--- src/rtl/truth_table_sequencer_pkg.sv ---
// Shared definitions for the truth-table sequencer: FSM encoding, vector count
// and dwell counter width.
package truth_table_sequencer_pkg;

  typedef enum logic [1:0] {
    ST_IDLE = 2'd0,
    ST_RUN  = 2'd1,
    ST_DONE = 2'd2
  } state_t;

  localparam int unsigned NUM_VECTORS = 16;
  localparam int unsigned VEC_W       = $clog2(NUM_VECTORS);
  localparam int unsigned CNT_W       = 8;

endpackage

--- src/rtl/truth_table_sequencer_dwell_timer.sv ---
// Dwell counter: counts enabled cycles and flags the last cycle of each dwell
// period, wrapping to zero on its own at that point.
module dwell_timer
  import truth_table_sequencer_pkg::*;
#(
  parameter int unsigned DWELL = 4
) (
  input  logic clk,
  input  logic rst,
  input  logic i_clear,
  input  logic i_enable,
  output logic o_terminal
);

  localparam logic [CNT_W-1:0] LAST = CNT_W'(DWELL - 1);

  logic [CNT_W-1:0] r_cnt;

  assign o_terminal = (r_cnt == LAST);

  always_ff @(posedge clk or posedge rst) begin
    if (rst) begin
      r_cnt <= '0;
    end else if (i_clear || (i_enable && o_terminal)) begin
      r_cnt <= '0;
    end else if (i_enable) begin
      r_cnt <= r_cnt + 1'b1;
    end
  end

endmodule

--- src/rtl/truth_table_sequencer.sv ---
// Sweeps all 16 input vectors of an external 4-input function, holds each for
// DWELL cycles, captures F into a table and compares it with a golden table.
module truth_table_sequencer
  import truth_table_sequencer_pkg::*;
#(
  parameter int unsigned DWELL = 4
) (
  input  logic                   clk,
  input  logic                   rst,
  input  logic                   i_start,
  input  logic                   i_abort,
  input  logic [NUM_VECTORS-1:0] i_expected,
  input  logic                   i_f_in,
  output logic [VEC_W-1:0]       o_abcd,
  output logic                   o_busy,
  output logic                   o_done,
  output logic [NUM_VECTORS-1:0] o_table,
  output logic                   o_match
);

  state_t                 r_state;
  state_t                 w_next;
  logic [VEC_W-1:0]       r_vec;
  logic [NUM_VECTORS-1:0] r_table;
  logic [NUM_VECTORS-1:0] w_table_next;
  logic                   r_match;
  logic                   w_accept;
  logic                   w_sample;
  logic                   w_abort_run;
  logic                   w_terminal;
  logic                   w_last;
  logic                   w_tmr_clear;
  logic                   w_tmr_en;

  assign w_last      = (r_vec == VEC_W'(NUM_VECTORS - 1));
  assign w_tmr_en    = (r_state == ST_RUN);
  assign w_tmr_clear = (r_state != ST_RUN) || i_abort;

  dwell_timer #(.DWELL(DWELL)) u_dwell_timer (
    .clk       (clk),
    .rst       (rst),
    .i_clear   (w_tmr_clear),
    .i_enable  (w_tmr_en),
    .o_terminal(w_terminal)
  );

  always_ff @(posedge clk or posedge rst) begin
    if (rst) begin
      r_state <= ST_IDLE;
    end else begin
      r_state <= w_next;
    end
  end

  always_comb begin
    w_next      = r_state;
    w_accept    = 1'b0;
    w_sample    = 1'b0;
    w_abort_run = 1'b0;
    o_busy      = 1'b0;
    o_done      = 1'b0;
    unique case (r_state)
      ST_IDLE: begin
        if (i_start && !i_abort) begin
          w_accept = 1'b1;
          w_next   = ST_RUN;
        end
      end
      ST_RUN: begin
        o_busy = 1'b1;
        if (i_abort) begin
          w_abort_run = 1'b1;
          w_next      = ST_IDLE;
        end else if (w_terminal) begin
          w_sample = 1'b1;
          if (w_last) begin
            w_next = ST_DONE;
          end
        end
      end
      ST_DONE: begin
        o_done = 1'b1;
        w_next = ST_IDLE;
      end
      default: w_next = ST_IDLE;
    endcase
  end

  // Match must see the bit being captured on the same edge, so compare the merged table.
  always_comb begin
    w_table_next        = r_table;
    w_table_next[r_vec] = i_f_in;
  end

  always_ff @(posedge clk or posedge rst) begin
    if (rst) begin
      r_vec   <= '0;
      r_table <= '0;
      r_match <= 1'b0;
    end else if (w_accept) begin
      r_vec   <= '0;
      r_table <= '0;
      r_match <= 1'b0;
    end else if (w_abort_run) begin
      r_match <= 1'b0;
    end else if (w_sample) begin
      r_table <= w_table_next;
      if (w_last) begin
        r_match <= (w_table_next == i_expected);
      end else begin
        r_vec <= r_vec + 1'b1;
      end
    end
  end

  assign o_abcd  = r_vec;
  assign o_table = r_table;
  assign o_match = r_match;

endmodule

--- config.mk ---
export PLATFORM = sky130hd
export DESIGN_NAME = truth_table_sequencer
export DESIGN_NICKNAME = d
export VERILOG_FILES = /design/src/rtl/truth_table_sequencer_pkg.sv /design/src/rtl/truth_table_sequencer_dwell_timer.sv /design/src/rtl/truth_table_sequencer.sv
export SDC_FILE = /design/constraint.sdc
export NUM_CORES = 1
export LEC_CHECK = 0
export CORE_ASPECT_RATIO = 1.75
export CORE_MARGIN = 1.5
export CORE_UTILIZATION = 50
export CTS_CLUSTER_DIAMETER = 30
export DETAILED_ROUTE_END_ITERATION = 8
export PLACE_DENSITY = 0.78
export SLEW_MARGIN = 40
export SYNTH_ARGS = -nofsm -noshare
export SYNTH_HDL_FRONTEND = slang
export SYNTH_SLANG_ARGS = --single-unit
export TNS_END_PERCENT = 50
--- constraint.sdc ---
create_clock -name clk -period 6.3 [get_ports clk]
set_input_delay 1.89 -clock clk [delete_from_list [all_inputs] [get_ports clk]]
set_output_delay 1.89 -clock clk [all_outputs]
set_load 0.03 [all_outputs]
-- Word-level counts from Yosys, hierarchy flattened
Index checks and enable logic that the tools add are counted.
- bits in registers: 31
- input bits: 21
- output and inout bits: 23
- logic and storage cells: 65
- add/sub/neg operators: 2
- order comparisons: 2
- equality and inequality tests: 11
- muxes and demuxes: 30
- reductions and logical operators: 15
- operators by type and width (cell ; count):
    $mux W16 ; 3
    $bwmux W16 ; 1
    $eq A16 B16 Y1 ; 1
    $mux W4 ; 4
    $mux W8 ; 2
    $mux W1 ; 14
    $add A8 B1 Y8 const B ; 1
    $eq A8 B2 Y1 const B ; 1
    $mux W2 ; 4
    $ne A2 B2 Y1 const B ; 3
    $ne A3 B3 Y1 const B ; 2
    $reduce_and A3 Y1 ; 2
    $reduce_bool A3 Y1 ; 2
    $lt A4 B5 Y1 const B ; 1
    $add A4 B1 Y4 const B ; 1
    $demux W1 S4 ; 1
    $eq A4 B4 Y1 const B ; 1
    $ge A4 B1 Y1 const B ; 1
    $pmux W2 S2 ; 1
    $reduce_and A2 Y1 ; 2
    $reduce_bool A2 Y1 ; 2
    $logic_and A1 B1 Y1 ; 3
    $eq A2 B1 Y1 const B ; 1
    $eq A2 B2 Y1 const B ; 1
    other kinds (4) ; 5

-- Depth between registers and ports, before layout
Gate-level depths: netlist (run 1).
- depth in word-level cells: 10
- gate-level depth with buffers: 9
- depth with buffers taken out: 8

-- By module
From an unflattened synthesis (run 1), not the netlist that was laid out.
- cell total of the unflattened synthesis: 264
- area total of the unflattened synthesis: 2252.2 um2
- modules (own cells, without submodules) (module ; times used ; cells an instance ; area an instance (um2) ; seq. area each (um2)):
    truth_table_sequencer ; 1 ; 217 ; 1801.7 ; 575.6
    dwell_timer ; 1 ; 47 ; 450.4 ; 200.2

-- Least setup slack after synthesis (run 1)
No wires, ideal clock.
- kind: input-to-reg
- from: input i_abort
- to: register r_match, in the netlist o_match
- library setup time: 0.130 ns
- data arrival time: 3.027 ns
- data required time: 6.170 ns
- setup slack: 3.143 ns
- stages: 5
- buffers on the path: 1
- cells stage by stage: nand2b_1 > or3_1 > clkbuf_1 > o221ai_1 > o31ai_1
- word-level cells in the longest chain between the ends: 6
- elaborated cells between the ends (all ways): 13
- those cells by class: 8 x mux; 5 x reduce/logical
- ends and longest elaborated chain (what ; line ; text):
    from (decl) ; truth_table_sequencer.sv:11 ; input logic i_abort,
    $logic_not A1 Y1 ; truth_table_sequencer.sv:64 ; if (i_start && !i_abort) begin
    $logic_and A1 B1 Y1 ; truth_table_sequencer.sv:64 ;
    $mux W1 ; truth_table_sequencer.sv:64 ;
    $mux W1 ; truth_table_sequencer.sv:62 ; unique case (r_state)
    $reduce_bool A3 Y1 (no source line) ; - ;
    $reduce_and A2 Y1 (no source line) ; - ;
    to (signal assigned) ; truth_table_sequencer.sv:109 ; r_match <= (w_table_next == i_expected);
    to (decl) ; truth_table_sequencer.sv:26 ; logic r_match;
Several ways; a longest one is shown, not always the timed one.
A chain may end at the register's enable or synchronous reset.

-- Final worst setup path (run 1)
- from: register r_vec[2], in the netlist o_abcd[2]
- to: output o_abcd[2]
- RTL lines (what ; line ; text):
    from (decl) ; truth_table_sequencer.sv:23 ; logic [VEC_W-1:0] r_vec;
    from (signal assigned) ; truth_table_sequencer.sv:111 ; r_vec <= r_vec + 1'b1;
    to (decl) ; truth_table_sequencer.sv:14 ; output logic [VEC_W-1:0] o_abcd,
No word-level cell between the ends.

==> results of run 1 <==
-- routing by layer --
layer | track usage [%] | part of all wire, % | vias to the layer above
li1 | - | - | 966
met1 | 31.49 | 39 | 972
met2 | 47.87 | 52 | 84
met3 | 4.392 | 4.9 | 19
met4 | 17.70 | 3.6 | 0
met5 | 0 | 0 | -
-- cell families after synthesis --
logic type / after synthesis
XOR/XNOR: 13
adder cells (fa/ha/maj): 5
AND/OR/NAND/NOR: 92
flip-flops: 31
multiplexers: 11
buffers and inverters: 25
AO/OA/AOI/OAI: 70
-- worst paths after layout --
kind,to,slack (ns),depth (start not counted)
max,o_abcd[2],2.44,1
min,u_dwell_timer.r_cnt[0],0.50,1
max reg2reg,o_abcd[3],3.83,7
min reg2reg,u_dwell_timer.r_cnt[0],0.50,1
max in group asynchronous,o_abcd[2],4.02,3
min in group asynchronous,o_table[6],1.98,3
-- final cells by class --
type,instances,area share (%)
Sequential cell,31,29.33
Tap cell,49,2.318
Multi-Input combinational cell,191,46.45
Timing Repair Buffer,44,16.56
Clock buffer,8,3.784
Inverter,11,1.561
-- through the flow --
step           hold WS (ns)  instance area (um^2)  setup WS (ns)  util [%]  total power, W
2_1_floorplan        0.4546                  2106          3.143         -       0.0002279
3_3_place_gp         0.4752                  2542          2.310     62.43       0.0002508
3_5_place_dp         0.4866                  2542          2.315     62.43       0.0002507
4_1_cts              0.4946                  2643          2.457     64.88       0.0004232
5_1_grt              0.5214                  2645          2.376     64.95       0.0004366
6_report             0.4999                  2645          2.441     64.95       0.0004226
-- cell usage in the layout (no fill, tap or decap), drive strengths merged, types with 9 or more instances in the layout --
cell	synthesis	final
nor2	19	19
a21oi	19	19
xor2	9	9
o21ai	27	27
nand3b	12	12
clkdlybuf4s50	0	43
inv	11	11
nand3	15	15
mux2i	10	10
dfrtp	31	31
nand2	15	15
-- power groups by stage --
stage / clock (W) / sequential (W) / combinational, W
after floorplan: 0 / 0.000205 / 0.0000224
after global placement: 0 / 0.000206 / 0.0000453
after detailed placement: 0 / 0.000206 / 0.0000451
after CTS: 0.000176 / 0.000202 / 0.0000455
after global routing: 0.000184 / 0.000202 / 0.0000499
final: 0.000175 / 0.000202 / 0.0000454
-- Yosys cell counts (5+ instances only) --
master / instances
mux2i_1: 10
nor2b_1: 8
inv_1: 11
nor2_1: 18
nand3b_1: 12
ha_1: 5
nand2b_1: 5
buf_2: 5
xor2_1: 9
o21ai_0: 19
nand3_1: 15
o22ai_1: 7
clkbuf_1: 8
o21ai_1: 8
nand2_1: 13
a21oi_1: 19
dfrtp_1: 31
-- state kept, by name, indices dropped and copies added, names as in the netlist --
signal               cells
r_state                  2
u_dwell_timer.r_cnt      8
o_abcd                   4
o_table                 16
o_match                  1
==> impl_metrics.env, run 1 <==
export IMPL_status="complete, no violations"
export IMPL_tns_ns=0
export IMPL_slew_violations=0
export IMPL_cts_setup_buffers=0
export IMPL_clockBufferDepth=2
export IMPL_htree_levels=2
export IMPL_synth_avg_cell_area_um2=8.525
export IMPL_synth_compound_area_share_pct=20.02
export IMPL_synthArstFlopShare_pct=100.0
export IMPL_n_fill_cell=367
export IMPL_area_growth_pct=25.61
export IMPL_fin_worst_skew_ns=0.006557
export IMPL_fin_crit_sh_pct=61.25
export IMPL_worstMarginPinSlew_ns=0.8143
export IMPL_cts_hold_buf=0
export IMPL_synth_xor_xnor_area_share_pct=5.407
export IMPL_powerDensity_nw_per_um2=159.8
export IMPL_multi_input_area_um2=1229
export IMPL_synth_top_cell_by_area="dfrtp_1"
export IMPL_hpwl_mm=4.012
export IMPL_dieHeight_um=88.85
export IMPL_setup_violations_final=0
export IMPL_p_sw_w=0.0001011
export IMPL_drc=0
export IMPL_grt_usage_pct=27.95
export IMPL_worstHoldPathType="reg -> reg"
export IMPL_clock_fmax_mhz=259.2
export IMPL_grt_pass1_wl_mm=9.542
export IMPL_first_iter_violations=64
export IMPL_ys_top_cells_by_area="dfrtp_1 (37%), mux2i_1 (4.8%), a21oi_1 (4.5%)"
export IMPL_coreArea_um2=4073
export IMPL_num_io_pins=44
export IMPL_start_util_pct=51.71
export IMPL_crit_reg2reg_launch="u_dwell_timer.r_cnt[0]"
export IMPL_ir_drop_uv=135.8
export IMPL_critPathSlowestCell="dfrtp_1"
export IMPL_cp_num_buf_inv=1
export IMPL_synth_top_area_share_pct=36.84
export IMPL_yosysSeqAreaShare_pct=36.84
export IMPL_die_area_um2=4625
export IMPL_synthAdderAreaFrac_pct=2.971
export IMPL_port_buffer_count=43
export IMPL_antenna_left=0
export IMPL_num_rows=31
export IMPL_pwr_share_comb_pct=10.7
export IMPL_slowest_delay_ns=0.87
export IMPL_cts_root_buffer="clkbuf_8"
export IMPL_cts_resized=0
export IMPL_p_clk_share_pct=41.5
export IMPL_synth_mux_area_share_pct=5.288
export IMPL_antenna_found_initial=0
export IMPL_synth_cells=247
export IMPL_arrival_ns=1.97
export IMPL_worstSetupStartpointType="register"
export IMPL_end_kind="output pin"
export IMPL_final_nets=310
export IMPL_drt_total_wl_mm=5.693
export IMPL_worstSkewPairLatency_ns=0.29
export IMPL_first_pass_iters=4
export IMPL_grt_pass1_vias=2107
export IMPL_p_seq_share_pct=47.8
export IMPL_synth_top_family_by_area="simple AND/OR/NAND/NOR gates"
export IMPL_ys_ff_latch=31
export IMPL_synth_edf_count=0
export IMPL_slew_headroom_pct=45.71
export IMPL_yosys_most_used_dff="dfrtp_1"
export IMPL_antenna_cells=0
export IMPL_internal_power_w=0.0003215
export IMPL_drive_gt1_share_pct=5.965
export IMPL_wl_per_cell_um=17.04
export IMPL_worstPathMaxFanout=24
export IMPL_rsz0062_at_grt="false"
export IMPL_cpLargestDelayFamily="flip-flops"
export IMPL_critical_path_class="reg -> out"
export IMPL_final_seq_area_um2=775.7
export IMPL_fin_crit_ns=3.859
export IMPL_path_clk_slew_ns=0.06
export IMPL_crit_start="o_abcd[2]"
export IMPL_place_congestion=0.9427
export IMPL_cellLeakagePower_nw=1.084
export IMPL_grt_ovfl_total=0
export IMPL_cts_tree="yes"
export IMPL_cts_buffers=5
export IMPL_synth_warnings=0
export IMPL_dp_cells=326
export IMPL_worstPathCellList="clkdlybuf4s50_1"
export IMPL_hold_viol=0
export IMPL_synthSimpleGateAreaFrac_pct=24.54
export IMPL_grt_max_degree=32
export IMPL_clock_sinks=31
export IMPL_syn_nets=273
export IMPL_die_w_um=52.06
export IMPL_critical_path_required_ns=4.41
export IMPL_num_vias=2041
export IMPL_worstHoldStart="u_dwell_timer.r_cnt[0]"
export IMPL_stdcell_count=334
export IMPL_syn_area_um2=2106
export IMPL_swShare_pct=23.92
export IMPL_ys_types=43
export IMPL_maxCapViolations=0
export IMPL_viasPerCell=6.111
Note: power is estimated with default switching activity, not from simulation.
==> run 2, diff against run 1 <==
- CORE_UTILIZATION: 50 -> 46
- PLACE_DENSITY: 0.78 -> 0.76
- clock period: 6.3 -> 3.1 ns (I/O delays scaled with it)
==> impl_metrics.env, run 2 (same netlist as run 1, synthesis figures left out) <==
export IMPL_critPathSlowestCell="clkdlybuf4s50_1"
export IMPL_pwr_share_comb_pct=11.8
export IMPL_worstSetupStartpointType="register"
export IMPL_p_seq_share_pct=49.7
export IMPL_die_w_um=54.15
export IMPL_grt_ovfl_total=0
export IMPL_final_nets=317
export IMPL_num_io_pins=44
export IMPL_htree_levels=2
export IMPL_rrSetupSlack_ns=0.66
export IMPL_clock_sinks=31
export IMPL_first_iter_violations=45
export IMPL_slew_violations=0
export IMPL_hold_viol=0
export IMPL_num_vias=2018
export IMPL_place_congestion=0.9025
export IMPL_slew_headroom_pct=57.03
export IMPL_first_pass_iters=4
export IMPL_cts_hold_buf=0
export IMPL_p_sw_w=0.0001984
export IMPL_clockBufferDepth=2
export IMPL_antenna_found_initial=0
export IMPL_timing_rr_end="o_match"
export IMPL_arrival_ns=1.83
export IMPL_cts_setup_buffers=0
export IMPL_grt_usage_pct=25.11
export IMPL_worstMarginPinSlew_ns=0.6446
export IMPL_path_clk_slew_ns=0.06
export IMPL_cts_root_buffer="clkbuf_8"
export IMPL_critical_path_class="reg -> out"
export IMPL_antenna_cells=0
export IMPL_antenna_left=0
export IMPL_stdcell_count=342
export IMPL_clock_fmax_mhz=362.8
export IMPL_drc=0
export IMPL_crit_reg2reg_launch="o_abcd[0]"
export IMPL_cp_num_buf_inv=1
export IMPL_grt_pass1_wl_mm=9.370
export IMPL_powerDensity_nw_per_um2=307.6
export IMPL_swShare_pct=24.03
export IMPL_rsz0062_at_grt="false"
export IMPL_cts_resized=0
export IMPL_end_kind="output pin"
export IMPL_start_util_pct=47.81
export IMPL_cts_buffers=5
export IMPL_p_clk_share_pct=38.5
export IMPL_fin_crit_ns=2.756
export IMPL_num_rows=32
export IMPL_ir_drop_uv=408.6
export IMPL_setup_violations_final=0
export IMPL_port_buffer_count=43
export IMPL_grt_max_degree=32
export IMPL_drive_gt1_share_pct=7.904
export IMPL_worstPathCellList="clkdlybuf4s50_1"
export IMPL_largest_reg_flops=16
export IMPL_final_seq_area_um2=775.7
export IMPL_critical_path_depth=1
export IMPL_drt_total_wl_mm=5.832
export IMPL_viasPerCell=5.901
export IMPL_crit_start="o_abcd[2]"
export IMPL_n_fill_cell=401
export IMPL_cellLeakagePower_nw=1.113
export IMPL_wl_per_cell_um=17.05
export IMPL_cpLargestDelayFamily="buffers and inverters"
export IMPL_cts_tree="yes"
export IMPL_worstHoldPathType="reg -> reg"
export IMPL_worstPathMaxFanout=19
export IMPL_crit_end="o_abcd[2]"
export IMPL_die_area_um2=5009
export IMPL_multi_input_area_um2=1226
export IMPL_coreArea_um2=4404
export IMPL_slowest_delay_ns=0.79
export IMPL_tns_ns=0
export IMPL_area_growth_pct=27.51
export IMPL_critical_path_required_ns=2.17
export IMPL_final_common_cell="clkdlybuf4s50_1"
export IMPL_dieHeight_um=92.51
export IMPL_grt_pass1_vias=2072
export IMPL_reg2reg_depth=8
export IMPL_hpwl_mm=4.244
export IMPL_worstSkewPairLatency_ns=0.28
export IMPL_final_cell_mix="clkdlybuf4s50_1 (43), dfrtp_1 (31), a21oi_1 (19), o21ai_0 (19), nor2_1 (18)"
export IMPL_fin_crit_sh_pct=88.90
export IMPL_maxCapViolations=0
export IMPL_status="complete, no violations"
export IMPL_internal_power_w=0.0006275
export IMPL_fin_worst_skew_ns=0.004951
export IMPL_dp_cells=335
run 2: how the worst min path moves through the flow:
stage	start	to	slack, ns	cells after the start
global placement	u_dwell_timer.r_cnt[0]	u_dwell_timer.r_cnt[0]	0.47	1
global route	u_dwell_timer.r_cnt[0]	u_dwell_timer.r_cnt[0]	0.52	1
CTS	u_dwell_timer.r_cnt[0]	u_dwell_timer.r_cnt[0]	0.49	1
detailed placement	u_dwell_timer.r_cnt[0]	u_dwell_timer.r_cnt[0]	0.48	1
finish	u_dwell_timer.r_cnt[0]	u_dwell_timer.r_cnt[0]	0.49	1
floorplan	u_dwell_timer.r_cnt[0]	u_dwell_timer.r_cnt[0]	0.45	1
run 2: routing by layer:
| layer | up-vias | part of all wire (%) | track usage [%] |
|---|---|---|---|
| met2 | 58 | 52 | 41.97 |
| met5 | - | 0 | 0 |
| li1 | 974 | - | - |
| met4 | 0 | 3.1 | 12.29 |
| met1 | 970 | 41 | 29.90 |
| met3 | 16 | 3.5 | 3.710 |
run 2: metrics by stage:
| stage | util, % | power, W | cell area (um^2) | hold WS (ns) | worst slack (ns) |
|---|---|---|---|---|---|
| after global placement | 58.98 | 0.0005144 | 2597 | 0.4705 | 0.2059 |
| after floorplan | - | 0.0004631 | 2106 | 0.4546 | 0.8396 |
| after global routing | 60.97 | 0.0008562 | 2685 | 0.5204 | 0.3116 |
| after CTS | 60.97 | 0.0008320 | 2685 | 0.4933 | 0.3730 |
| final | 60.97 | 0.0008259 | 2685 | 0.4901 | 0.3440 |
| after detailed placement | 58.98 | 0.0005151 | 2597 | 0.4845 | 0.2177 |
run 2: cell type report:
class / instances / area share [%]
clock buffers: 6 / 3.075
clock inverters: 1 / 0.1864
inverters: 11 / 1.538
multi-input cells: 191 / 45.67
flip-flops and latches: 31 / 28.89
well taps: 51 / 2.377
repair buffers: 51 / 18.27
run 2: power by group through the flow:
stage	combinational (W)	clock, W	sequential, W
finish	0.0000974	0.000318	0.000411
global route	0.000106	0.000339	0.000411
CTS	0.0000973	0.000324	0.000411
detailed placement	0.0000969	0	0.000418
global placement	0.0000967	0	0.000418
floorplan	0.0000456	0	0.000418
